### src/rtl/dec_entry_pkg.sv
// Shared types and helpers for the decimal operand-entry block.
package dec_entry_pkg;

  typedef enum logic {
    COLLECT = 1'b0,
    FULL    = 1'b1
  } state_e;

  localparam logic [3:0] DEC_MAX = 4'd9;

  // v*10 + d using shifts only; callers truncate to their own result width.
  function automatic logic [15:0] mul10_add(input logic [15:0] v, input logic [3:0] d);
    return (v << 3) + (v << 1) + {12'd0, d};
  endfunction

endpackage

### src/rtl/dec_entry_key_edge.sv
// Push-button conditioning: 2-flop synchronizer and one-shot press pulse.
// Define DEC_ENTRY_DEBOUNCE_EN to require DEB_CYCLES stable-low samples first.
module key_edge #(
  parameter int DEB_CYCLES = 500000
) (
  input  logic CLOCK_50,
  input  logic RESET_N,
  input  logic key_n,
  output logic press
);

  logic [1:0] sync_q, sync_d;

  if (DEB_CYCLES < 1) begin : g_bad_deb
    $error("key_edge: DEB_CYCLES must be at least 1");
  end

  always_comb sync_d = {sync_q[0], key_n};

  always_ff @(posedge CLOCK_50 or negedge RESET_N) begin
    if (!RESET_N) sync_q <= 2'b11;
    else          sync_q <= sync_d;
  end

`ifdef DEC_ENTRY_DEBOUNCE_EN
  localparam int CNT_W = $clog2(DEB_CYCLES + 2);
  localparam logic [CNT_W-1:0] CNT_HIT = CNT_W'(DEB_CYCLES);
  localparam logic [CNT_W-1:0] CNT_SAT = CNT_W'(DEB_CYCLES + 1);

  logic [CNT_W-1:0] cnt_q, cnt_d;

  // Counter parks one past the hit value so a held key fires only once.
  always_comb begin
    cnt_d = cnt_q;
    if (sync_q[1])             cnt_d = '0;
    else if (cnt_q != CNT_SAT) cnt_d = cnt_q + CNT_W'(1);
  end

  always_ff @(posedge CLOCK_50 or negedge RESET_N) begin
    if (!RESET_N) cnt_q <= '0;
    else          cnt_q <= cnt_d;
  end

  assign press = (cnt_q == CNT_HIT);
`else
  logic prev_q, prev_d;

  always_comb prev_d = sync_q[1];

  always_ff @(posedge CLOCK_50 or negedge RESET_N) begin
    if (!RESET_N) prev_q <= 1'b1;
    else          prev_q <= prev_d;
  end

  assign press = prev_q & ~sync_q[1];
`endif

endmodule

### src/rtl/dec_entry.sv
// Decimal operand entry: accumulates NDIGITS BCD digits MSD-first into a binary
// value offered on a valid/ready handshake. Optional macro: DEC_ENTRY_DEBOUNCE_EN.
module dec_entry
  import dec_entry_pkg::*;
#(
  parameter int NDIGITS    = 2,
  parameter int VAL_W      = 7,
  parameter int DEB_CYCLES = 500000
) (
  input  logic                         CLOCK_50,
  input  logic                         RESET_N,
  input  logic [3:0]                   digit,
  input  logic                         key_n,
  input  logic                         clear,
  input  logic                         out_ready,
  output logic [VAL_W-1:0]             value,
  output logic                         out_valid,
  output logic [$clog2(NDIGITS+1)-1:0] count,
  output logic                         err
);

  localparam int CW = $clog2(NDIGITS + 1);

  if (NDIGITS < 1 || NDIGITS > 3 || (2 ** VAL_W) <= (10 ** NDIGITS) - 1 || VAL_W > 16)
  begin : g_bad_param
    $error("dec_entry: illegal NDIGITS/VAL_W combination");
  end

  state_e           state_q, state_d;
  logic [VAL_W-1:0] value_q, value_d;
  logic [CW-1:0]    count_q, count_d;
  logic             valid_q, valid_d;
  logic             err_q,   err_d;
  logic             press;

  key_edge #(
    .DEB_CYCLES(DEB_CYCLES)
  ) u_key_edge (
    .CLOCK_50(CLOCK_50),
    .RESET_N (RESET_N),
    .key_n   (key_n),
    .press   (press)
  );

  always_comb begin
    state_d = state_q;
    value_d = value_q;
    count_d = count_q;
    valid_d = valid_q;
    err_d   = err_q;
    if (clear) begin
      state_d = COLLECT;
      value_d = '0;
      count_d = '0;
      valid_d = 1'b0;
      err_d   = 1'b0;
    end else begin
      case (state_q)
        COLLECT: begin
          if (press) begin
            if (digit <= DEC_MAX) begin
              value_d = VAL_W'(mul10_add(16'(value_q), digit));
              count_d = count_q + CW'(1);
              err_d   = 1'b0;
              if (count_q == CW'(NDIGITS - 1)) begin
                state_d = FULL;
                valid_d = 1'b1;
              end
            end else begin
              err_d = 1'b1;
            end
          end
        end
        FULL: begin
          // Presses are ignored while the result waits; a press in the accept cycle is lost.
          if (valid_q && out_ready) begin
            state_d = COLLECT;
            value_d = '0;
            count_d = '0;
            valid_d = 1'b0;
          end
        end
        default: state_d = COLLECT;
      endcase
    end
  end

  always_ff @(posedge CLOCK_50 or negedge RESET_N) begin
    if (!RESET_N) begin
      state_q <= COLLECT;
      value_q <= '0;
      count_q <= '0;
      valid_q <= 1'b0;
      err_q   <= 1'b0;
    end else begin
      state_q <= state_d;
      value_q <= value_d;
      count_q <= count_d;
      valid_q <= valid_d;
      err_q   <= err_d;
    end
  end

  assign value     = value_q;
  assign out_valid = valid_q;
  assign count     = count_q;
  assign err       = err_q;

endmodule

### config.mk
export PLATFORM = sky130hd
export DESIGN_NAME = dec_entry
export DESIGN_NICKNAME = d
export VERILOG_FILES = /design/src/rtl/dec_entry_pkg.sv /design/src/rtl/dec_entry_key_edge.sv /design/src/rtl/dec_entry.sv
export SDC_FILE = /design/constraint.sdc
export NUM_CORES = 1
export LEC_CHECK = 0
export ABC_CLOCK_PERIOD_IN_PS = 6200
export CORE_UTILIZATION = 51
export CTS_CLUSTER_DIAMETER = 100
export DETAILED_ROUTE_END_ITERATION = 6
export PLACE_DENSITY = 0.84
export SLEW_MARGIN = 20
export SYNTH_ARGS = -nofsm -noshare
export SYNTH_HDL_FRONTEND = slang
export SYNTH_SLANG_ARGS = --single-unit
### constraint.sdc
create_clock -name CLOCK_50 -period 6.2 [get_ports CLOCK_50]
set_input_delay 0.93 -clock CLOCK_50 [delete_from_list [all_inputs] [get_ports CLOCK_50]]
set_output_delay 0.93 -clock CLOCK_50 [all_outputs]
set_load 0.02 [all_outputs]
==> flow_summary_export.csv <==
group,metric,value,unit
setup_path,crit_path_end,"value[6]$_DFFE_PN0P_",
finish,seqCellArea,379.1,sq um
setup_path,cp_num_buf_inv,3,
grt,grt_usage,20.96,%
setup_path,crit_family,"adder cells",
route,dr.pass1.iters,4,
finish,num-fill-cells,122,
power_and_ir_drop,share_comb_of_total_power,19.0,%
setup_path,rr_startpoint,"value[0]$_DFFE_PN0P_",
finish,layout.nets,110,
timing,maxSlewHeadroom,55.95,%
timing,tightest_slew,0.6587,ns
floorplan,dieArea,1815,sq um
logic_synthesis,synth_edf_count,0,
clock_network,numCtsBuffers,3,
logic_synthesis,synth_top_flop_cell,"dfrtp_1",
timing,drv_slew,0,
power_and_ir_drop,p_switching,0.00005549,W
logic_synthesis,yosysWarnings,0,
flow_run,drv_cap,0,
floorplan,rows,14,
setup_path,critical_path_depth,9,
logic_synthesis,netlist_instances,67,
timing,fin_skew,0.001360,ns
power_and_ir_drop,power.internal,0.0001462,W
logic_synthesis,syn_area,840.8,sq um
setup_path,startpoint,"digit[3]",
power_and_ir_drop,pwr_density_cell,189.2,nW/um^2
floorplan,start_util,55.17,%
clock_network,cts_max_path_buffers,2,
grt,grt.overflow.total,0,
timing,final.setup.tns,0,ns
setup_path,cp_data_arrival_time,3.10,ns
timing,final.setup.worst_slack,3.281,ns
clock_network,cts-root-buf,"clkbuf_4",
floorplan,die_y,42.61,um
setup_path,cp-end-kind,"flip-flop",
logic_synthesis,syn-num-nets,87,
placed_design,place.gp.congestion,0.7898,
clock_network,cts_resized,0,
grt,grt_pass1_vias,572,
timing,fin_crit,2.919,ns
power_and_ir_drop,switching_share,27.51,%
timing,rsz0062_at_grt,"no",
min_path,hp-class,"reg2reg",
finish,layout-drive-gt1-share,13.48,%
route,drtAntennaViolNets,0,
finish,area_growth,26.79,%
logic_synthesis,synth.distinct_cells,23,
floorplan,die_x,42.61,um
logic_synthesis,ys_ff_latch,15,
finish,final_cell_mix,"19 x clkdlybuf4s50_1, 12 x dfrtp_1, 9 x ha_1",
setup_path,critPathKind,"in2reg",
route,routedWlPerCell,14.77,um
power_and_ir_drop,p_leak,0.5362,nW
grt,antenna_found_initial,0,
setup_path,worst_ep_required_time,6.38,ns
placed_design,hpwl,1166,um
logic_synthesis,ys_async_sr_fraction,100.0,%
setup_path,ff2ff_path_depth,8,
setup_path,crit_path_start_kind,"input port",
clock_network,cts.reportedPaths.clkPinSlew,0.09,ns
route,drt_iter0_markers,7,
logic_synthesis,avgSynthCellArea,12.55,sq um
clock_network,cts.sinks,15,
setup_path,crit_chain,"clkdlybuf4s50_1 -> inv_1 -> fa_1 -> inv_1 -> fa_1 -> a21o_1 -> a21oi_1 -> xnor2_1 -> a22o_1",
power_and_ir_drop,irDropWorstVdd,0.1155,mV
setup_path,slowest_stage,"clkdlybuf4s50_1",
setup_path,critPathMaxStageDelay,0.50,ns
finish,mostFrequentLayoutCell,"clkdlybuf4s50_1",
timing,setup_viol,0,
logic_synthesis,synth-seq-area-share,45.09,%
route,vias,578,
floorplan,core,1524,sq um
setup_path,reg2reg_slack,3.93,ns
timing,fmax,0.3426,GHz
clock_network,cts_tree,"yes",
grt,grt_pass1_wl,2704,um
grt,grt_max_degree,16,
floorplan,io_pins,20,
clock_network,htreeDepth,1,
finish,multi_input_comb_area,416.7,sq um
run_status,status,"finished clean",
timing,finalHoldViolCount,0,
finish,num_antenna_cells,0,
clock_network,cts_setup_buffers,0,
route,routed_wl,1551,um
power_and_ir_drop,seqPwrFrac,52.6,%
timing,timing.final.crit_share,47.08,%
placed_design,io_buffer_count,19,
clock_network,clk_latency,0.28,ns
placed_design,dpl_worst_slack,2.963,ns
setup_path,r2r-end,"value[6]$_DFFE_PN0P_",
power_and_ir_drop,clkPwrFrac,28.4,%
setup_path,cp_max_fo,2,
clock_network,hold_buffers,0,
route,drc,0,
route,routed_via_density,5.505,
## area by class of cell
cell class | instances | share of cell area [%]
Tap cell | 16 | 1.878
Clock buffer | 4 | 2.465
Inverter | 9 | 3.169
Multi-Input combinational cell | 42 | 39.08
Sequential cell | 15 | 35.56
Timing Repair Buffer | 19 | 17.84
## cell usage after synthesis, drive strengths merged, types with 2 or more instances
| master | n | share of area, % |
|---|---|---|
| dfstp | 3 | 9.4 |
| nand3 | 2 | 1.8 |
| xnor2 | 4 | 4.2 |
| a22o | 8 | 8.3 |
| dfrtp | 12 | 36 |
| ha | 9 | 13 |
| a21oi | 3 | 1.8 |
| a21o | 4 | 3.6 |
| inv | 9 | 4.0 |
| fa | 2 | 4.8 |
## power groups by stage
| stage | Clock, W | Sequential (W) | Combinational (W) |
|---|---|---|---|
| after floorplan | 0 | 0.000110 | 0.0000189 |
| after global placement | 0 | 0.000108 | 0.0000376 |
| after detailed placement | 0 | 0.000108 | 0.0000387 |
| after CTS | 0.0000579 | 0.000106 | 0.0000389 |
| after global routing | 0.0000642 | 0.000107 | 0.0000429 |
| final | 0.0000572 | 0.000106 | 0.0000384 |
## through the flow
stage                     instance area (sq um)  total power, W  cells  hold slack (ns)  utilization [%]
after CTS                                  1066       0.0002030    105           0.3600            69.95
after floorplan                           840.8       0.0001294     67           0.3452                -
after global placement                     1040       0.0001453    101           0.3461            68.23
after detailed placement                   1040       0.0001467    101           0.3472            68.23
after global routing                       1066       0.0002137    105           0.3654            69.95
final                                      1066       0.0002017    105           0.3617            69.95
## registers in the layout, indices dropped and copies added, names as in the netlist
| register | count |
|---|---|
| count | 2 |
| u_key_edge.sync_q | 2 |
| err | 1 |
| value | 7 |
| state_q | 1 |
| u_key_edge.prev_q | 1 |
| out_valid | 1 |
## kinds of logic after synthesis
family	share of synthesized area, %
fa+ha+maj	18.16
compound gates	18.16
xor+xnor	5.208
simple gates	6.250
mux	1.785
buf+inv	5.357
flops	45.09
## worst register-to-register path, cell delays in order (launching register included)
cell and delay, ns:
dfrtp_1 0.42, inv_1 0.08, fa_1 0.53, inv_1 0.07, fa_1 0.45, a21o_1 0.19, a21oi_1 0.17, xnor2_1 0.08
a22o_1 0.18
## worst min-delay path by stage
stage                                        start                              to  depth (start not counted)
floorplan           u_key_edge.sync_q[0]$_DFF_PN1_  u_key_edge.sync_q[1]$_DFF_PN1_                          0
global placement    u_key_edge.sync_q[0]$_DFF_PN1_  u_key_edge.sync_q[1]$_DFF_PN1_                          0
detailed placement  u_key_edge.sync_q[0]$_DFF_PN1_  u_key_edge.sync_q[1]$_DFF_PN1_                          0
CTS                 u_key_edge.sync_q[0]$_DFF_PN1_  u_key_edge.sync_q[1]$_DFF_PN1_                          0
global route        u_key_edge.sync_q[0]$_DFF_PN1_  u_key_edge.sync_q[1]$_DFF_PN1_                          0
finish              u_key_edge.sync_q[0]$_DFF_PN1_  u_key_edge.sync_q[1]$_DFF_PN1_                          0
## layer usage
metal / part of all wire (%) / routed length (um) / global-route usage, %
met1: 49 / 761 / 29.01
met2: 46 / 717 / 31.08
met3: 4.6 / 71 / 6.466
met4: 0 / 0 / 7.500
met5: 0 / 0 / 0
No activity file was read; power rests on OpenSTA's default activity.
==> RTL edit 1, RTL diff (config.mk and constraints unchanged) <==
The package constant `DEC_MAX` goes from 4'd9 to 4'd6.
--- a/src/rtl/dec_entry_pkg.sv
+++ b/src/rtl/dec_entry_pkg.sv
@@ -7,5 +7,5 @@
   } state_e;
 
-  localparam logic [3:0] DEC_MAX = 4'd9;
+  localparam logic [3:0] DEC_MAX = 4'd6;
 
   // v*10 + d using shifts only; callers truncate to their own result width.
Check against the original RTL: not equivalent (a bounded check fails within 4 cycles, from zero or initial values and one cycle with RESET_N low).
==> RTL edit 1 against the original RTL <==
- design area decreased by 1.4%
- wire length increased by 0.64%
- core utilization decreased by 0.18 points
- synthesized area decreased by 2.7%
- worst setup slack got worse by 0.020 ns
- cell count unchanged
- sequential cell count unchanged
- non-clock buffer count unchanged
- total power decreased by 2.5%
- combinational power decreased by 6.8%
==> RTL edit 1: results (changes against the original RTL) <==
================================================================================
Drt first-iter violations                                                      8   +1
Clock Pin Slew Worst Setup and Hold Paths                                0.09 ns   about the same
Synthesized-area fraction occupied by ao, oa, aoi and oai cells            0.150   -0.0317
Post-DP Area                                                            1020 um2   -1.6%
Min Clock Period, post-route                                             2.94 ns   +0.0202 ns
Status                                                              finished, final reports clean
Worst hold margin                                                       0.361 ns   -0.000790 ns
Average routed wire per standard cell                                    14.9 um   +0.64%
Global-route wire length before repair                                   2760 um   +2.1%
Total GRT Usage                                                            0.213   +0.00381
Largest incremental delay on the critical path                           0.48 ns   -0.02 ns
Cell types with the highest counts after synthesis                  12 x dfrtp_1, 9 x ha_1, 7 x a22o_1, 7 x inv_1
Routed via count                                                             573   -0.87%
Routability congestion estimate                                            0.797   +0.89%
Layout cells sized above 1                                                 0.124   -0.0112
Vias per cell                                                               5.46   -0.87%
Setup Skew                                                            0.00389 ns   +0.00253 ns
Leakage dissipation                                                     0.506 nW   -5.7%
Post-synthesis sequential area ratio                                       0.463   +0.0124
Post-Place Worst Slack                                                   2.96 ns   +0.00109 ns
Vias in the first global route                                               591   +3.3%
PostCTS Resize Cnt                                                             0   unchanged
Crit-path slowest cell                                                      fa_1
Top post-synthesis cells by area                                    dfrtp_1 37%, ha_1 14%, dfstp_2 9.6%
DP Wirelength                                                            1190 um   +2.2%
Distinct cell type count after synthesis                                      20   -13%
Synth warn                                                                     0   unchanged
Share of the synthesized netlist area taken by xor and xnor gates         0.0535   +0.00143
Largest register FFs                                                           7   unchanged
Multiplexer share of the synthesized area                                 0.0321   +0.0143
First drt pass iteration count                                                 2   -2
Critical path arrival                                                    3.12 ns   +0.02 ns
Slew headroom                                                              0.541   -0.0186
Peak VDD IR                                                           0.000109 V   -5.6%
Fraction of the mapped netlist area in adder cells                         0.187   +0.00500
Reg2reg setup slack                                                      3.89 ns   -0.04 ns
================================================================================
## RTL edit 1: routing by layer
layer / vias to the layer above / part of all wire / GRT usage
li1: 281 / - / -
met1: 274 / 0.45 / 0.267
met2: 14 / 0.49 / 0.350
met3: 4 / 0.033 / 0.0517
met4: 0 / 0.020 / 0.100
met5: - / 0 / 0
## RTL edit 1: power by group
group / internal, mW / switching, mW
registers: 0.102 / 0.00291
logic: 0.0180 / 0.0177
clock network: 0.0239 / 0.0319
## RTL edit 1: area by class of cell
class	instances	area [um2]
Clock buffer	3	22.5
Tap cell	16	20.0
Fill cell	113	455
Sequential cell	15	379
Inverter	7	26.3
Clock inverter	1	5.00
Timing Repair Buffer	19	190
Multi-Input combinational cell	44	408
## RTL edit 1: cell families after synthesis
kind of cell / after synthesis
AOI/OAI and AO/OA: 14
and+or+nand+nor: 12
muxes: 2
DFF: 15
xor gates and xnor gates: 5
adders and majority gates: 11
buffers and inverters: 8
==> RTL edit 2, RTL diff (same settings) <==
Without the edit above. Take the reset off `value_q` and load it in a clocked block of its own.
--- a/src/rtl/dec_entry.sv
+++ b/src/rtl/dec_entry.sv
@@ -89,5 +89,4 @@
     if (!RESET_N) begin
       state_q <= COLLECT;
-      value_q <= '0;
       count_q <= '0;
       valid_q <= 1'b0;
@@ -95,9 +94,12 @@
     end else begin
       state_q <= state_d;
-      value_q <= value_d;
       count_q <= count_d;
       valid_q <= valid_d;
       err_q   <= err_d;
     end
+  end
+
+  always_ff @(posedge CLOCK_50) begin
+    value_q <= value_d;
   end
 
Function: differs if RESET_N is asserted again (counterexample within 4 cycles, from zero or initial values and one cycle with RESET_N low); with RESET_N held inactive, the same outputs for 10 cycles.
==> RTL edit 2 against the original RTL <==
- design area decreased by 4.1%
- non-clock buffer count did not move
- first-iteration DRC count grew 100%
- sequential cell count is the same
- wire length increased by 0.90%
- register-to-register slack about the same
- total power rose by 1.6%
- fmax increased by 1.2%
- critical path type unchanged
- synthesized area fell by 6.0%
- largest cell class unchanged
- clock power grew 4.5%
- highest routed layer is now met4
- worst setup slack improved by 0.035 ns
- synthesized cell count grew 4.5%
==> RTL edit 2: results (changes against the original RTL) <==
================================================================================
Status                                                              finished, final reports clean
Drt first-iter violations                                                     14   +7
Peak VDD IR                                                           0.000189 V   +63%
Post-DP Area                                                             992 um2   -4.6%
Predominant post-synthesis flop cell                                     dfxtp_1
Async set-reset flop share out of synthesis                                0.533   -0.467
Total GRT Usage                                                            0.241   +0.0314
Critical path arrival                                                    3.08 ns   -0.02 ns
Min Clock Period, post-route                                             2.88 ns   -0.0346 ns
Capture endpoint of the worst hold path                             u_key_edge.sync_q[1]$_DFF_PN1_
Largest incremental delay on the critical path                           0.48 ns   -0.02 ns
Vias per cell                                                               5.56   +1.0%
Number of antenna violations at the first check in global routing              0   unchanged
Skew-Pair Late Insertion Delay                                           0.30 ns   +0.02 ns
Distinct cell type count after synthesis                                      22   -4.3%
Post-Synthesis Net Count                                                      90   +3.4%
First drt pass iteration count                                                 4   unchanged
DP Wirelength                                                            1250 um   +7.1%
Global-route wire length before repair                                   2490 um   -7.9%
Fill count                                                                   108   -11%
Vias in the first global route                                               567   -0.87%
Average routed wire per standard cell                                    14.6 um   -0.98%
Layout cells sized above 1                                                 0.109   -0.0261
Cell types with the highest counts after synthesis                  9 x ha_1, 7 x dfxtp_1, 7 x inv_1
Capture point of the worst reg-to-reg path                          value[6]$_SDFFE_PP0P_
Nets                                                                         113   +2.7%
Post-Place Worst Slack                                                   2.99 ns   +0.0307 ns
Slew headroom                                                              0.695   +0.136
Reg2reg setup slack                                                      3.93 ns   about the same
Maximum number of pins on one net before global-route repair                  12   -4
Top post-synthesis cells by area                                    dfxtp_1 18%, dfrtp_1 16%, ha_1 14%
Post-synthesis sequential area ratio                                       0.435   -0.0158
Launch instance of the worst register-to-register path              value[0]$_SDFFE_PP0P_
Leakage dissipation                                                     0.459 nW   -14%
Crit-path slowest cell                                              clkdlybuf4s50_1
Setup Skew                                                            0.00588 ns   +0.00452 ns
Worst min-delay path startpoint                                     u_key_edge.sync_q[0]$_DFF_PN1_
Routability congestion estimate                                            0.761   -3.6%
Synth warn                                                                     0   unchanged
CTS Root Buffer Type                                                    clkbuf_4
================================================================================
-- RTL edit 2: changes by cell type after synthesis, moves of 2 or more --
cell     before  now
a32o_1        0    4
nor2_1        1    6
nor3_1        0    2
dfrtp_1      12    5
dfxtp_1       0    7
a22o_1        8    5
a21o_1        4    2
-- RTL edit 2: metrics by stage --
stage,hold slack [ns],std cells
2_1_floorplan,0.345,70
3_3_place_gp,0.346,103
3_5_place_dp,0.350,103
4_1_cts,0.364,107
5_1_grt,0.366,107
6_report,0.363,107
-- RTL edit 2: cell families (layout without fill, tap and decap cells) --
logic type	Yosys count	in the layout	share of synthesized area
XOR/XNOR	5	5	0.0554
AO/OA/AOI/OAI	16	16	0.163
AND/OR/NAND/NOR	15	15	0.111
buffers and inverters	8	30	0.0427
adder cells (fa/ha/maj)	11	11	0.193
flip-flops	15	15	0.435
-- RTL edit 2: how the worst max path moves through the flow --
stage,startpoint,to,slack (ns),cells past startpoint
6_report,digit[3],value[6]$_SDFFE_PP0P_,3.32,9
5_1_grt,digit[3],value[6]$_SDFFE_PP0P_,3.21,9
4_1_cts,digit[3],value[6]$_SDFFE_PP0P_,3.32,9
3_5_place_dp,digit[3],value[6]$_SDFFE_PP0P_,2.99,9
3_3_place_gp,digit[3],value[6]$_SDFFE_PP0P_,3.03,9
2_1_floorplan,digit[3],value[6]$_SDFFE_PP0P_,3.56,8
-- RTL edit 2: layer usage --
metal	GRT usage	part of all wire	vias up
met5	0	0	-
met4	0.0968	0.023	0
met3	0.0957	0.043	5
met2	0.402	0.50	13
met1	0.274	0.43	281
li1	-	-	296
-- RTL edit 2: cell type report --
cell class | instances | area (um2) | area share
clock buffer | 3 | 22.5 | 0.0220
clock inverter | 1 | 7.51 | 0.00734
inverter | 7 | 26.3 | 0.0257
multi-input combinational | 47 | 413 | 0.404
sequential | 15 | 344 | 0.337
tap | 15 | 18.8 | 0.0184
timing repair buffer | 19 | 190 | 0.186
-- RTL edit 2: report_power, final --
| group | internal, mW | total [mW] | switching [mW] |
|---|---|---|---|
| Clock | 0.0247 | 0.0598 | 0.0351 |
| Combinational | 0.0193 | 0.0393 | 0.0200 |
| Sequential | 0.102 | 0.106 | 0.00390 |
| Total | 0.146 | 0.205 | 0.0591 |
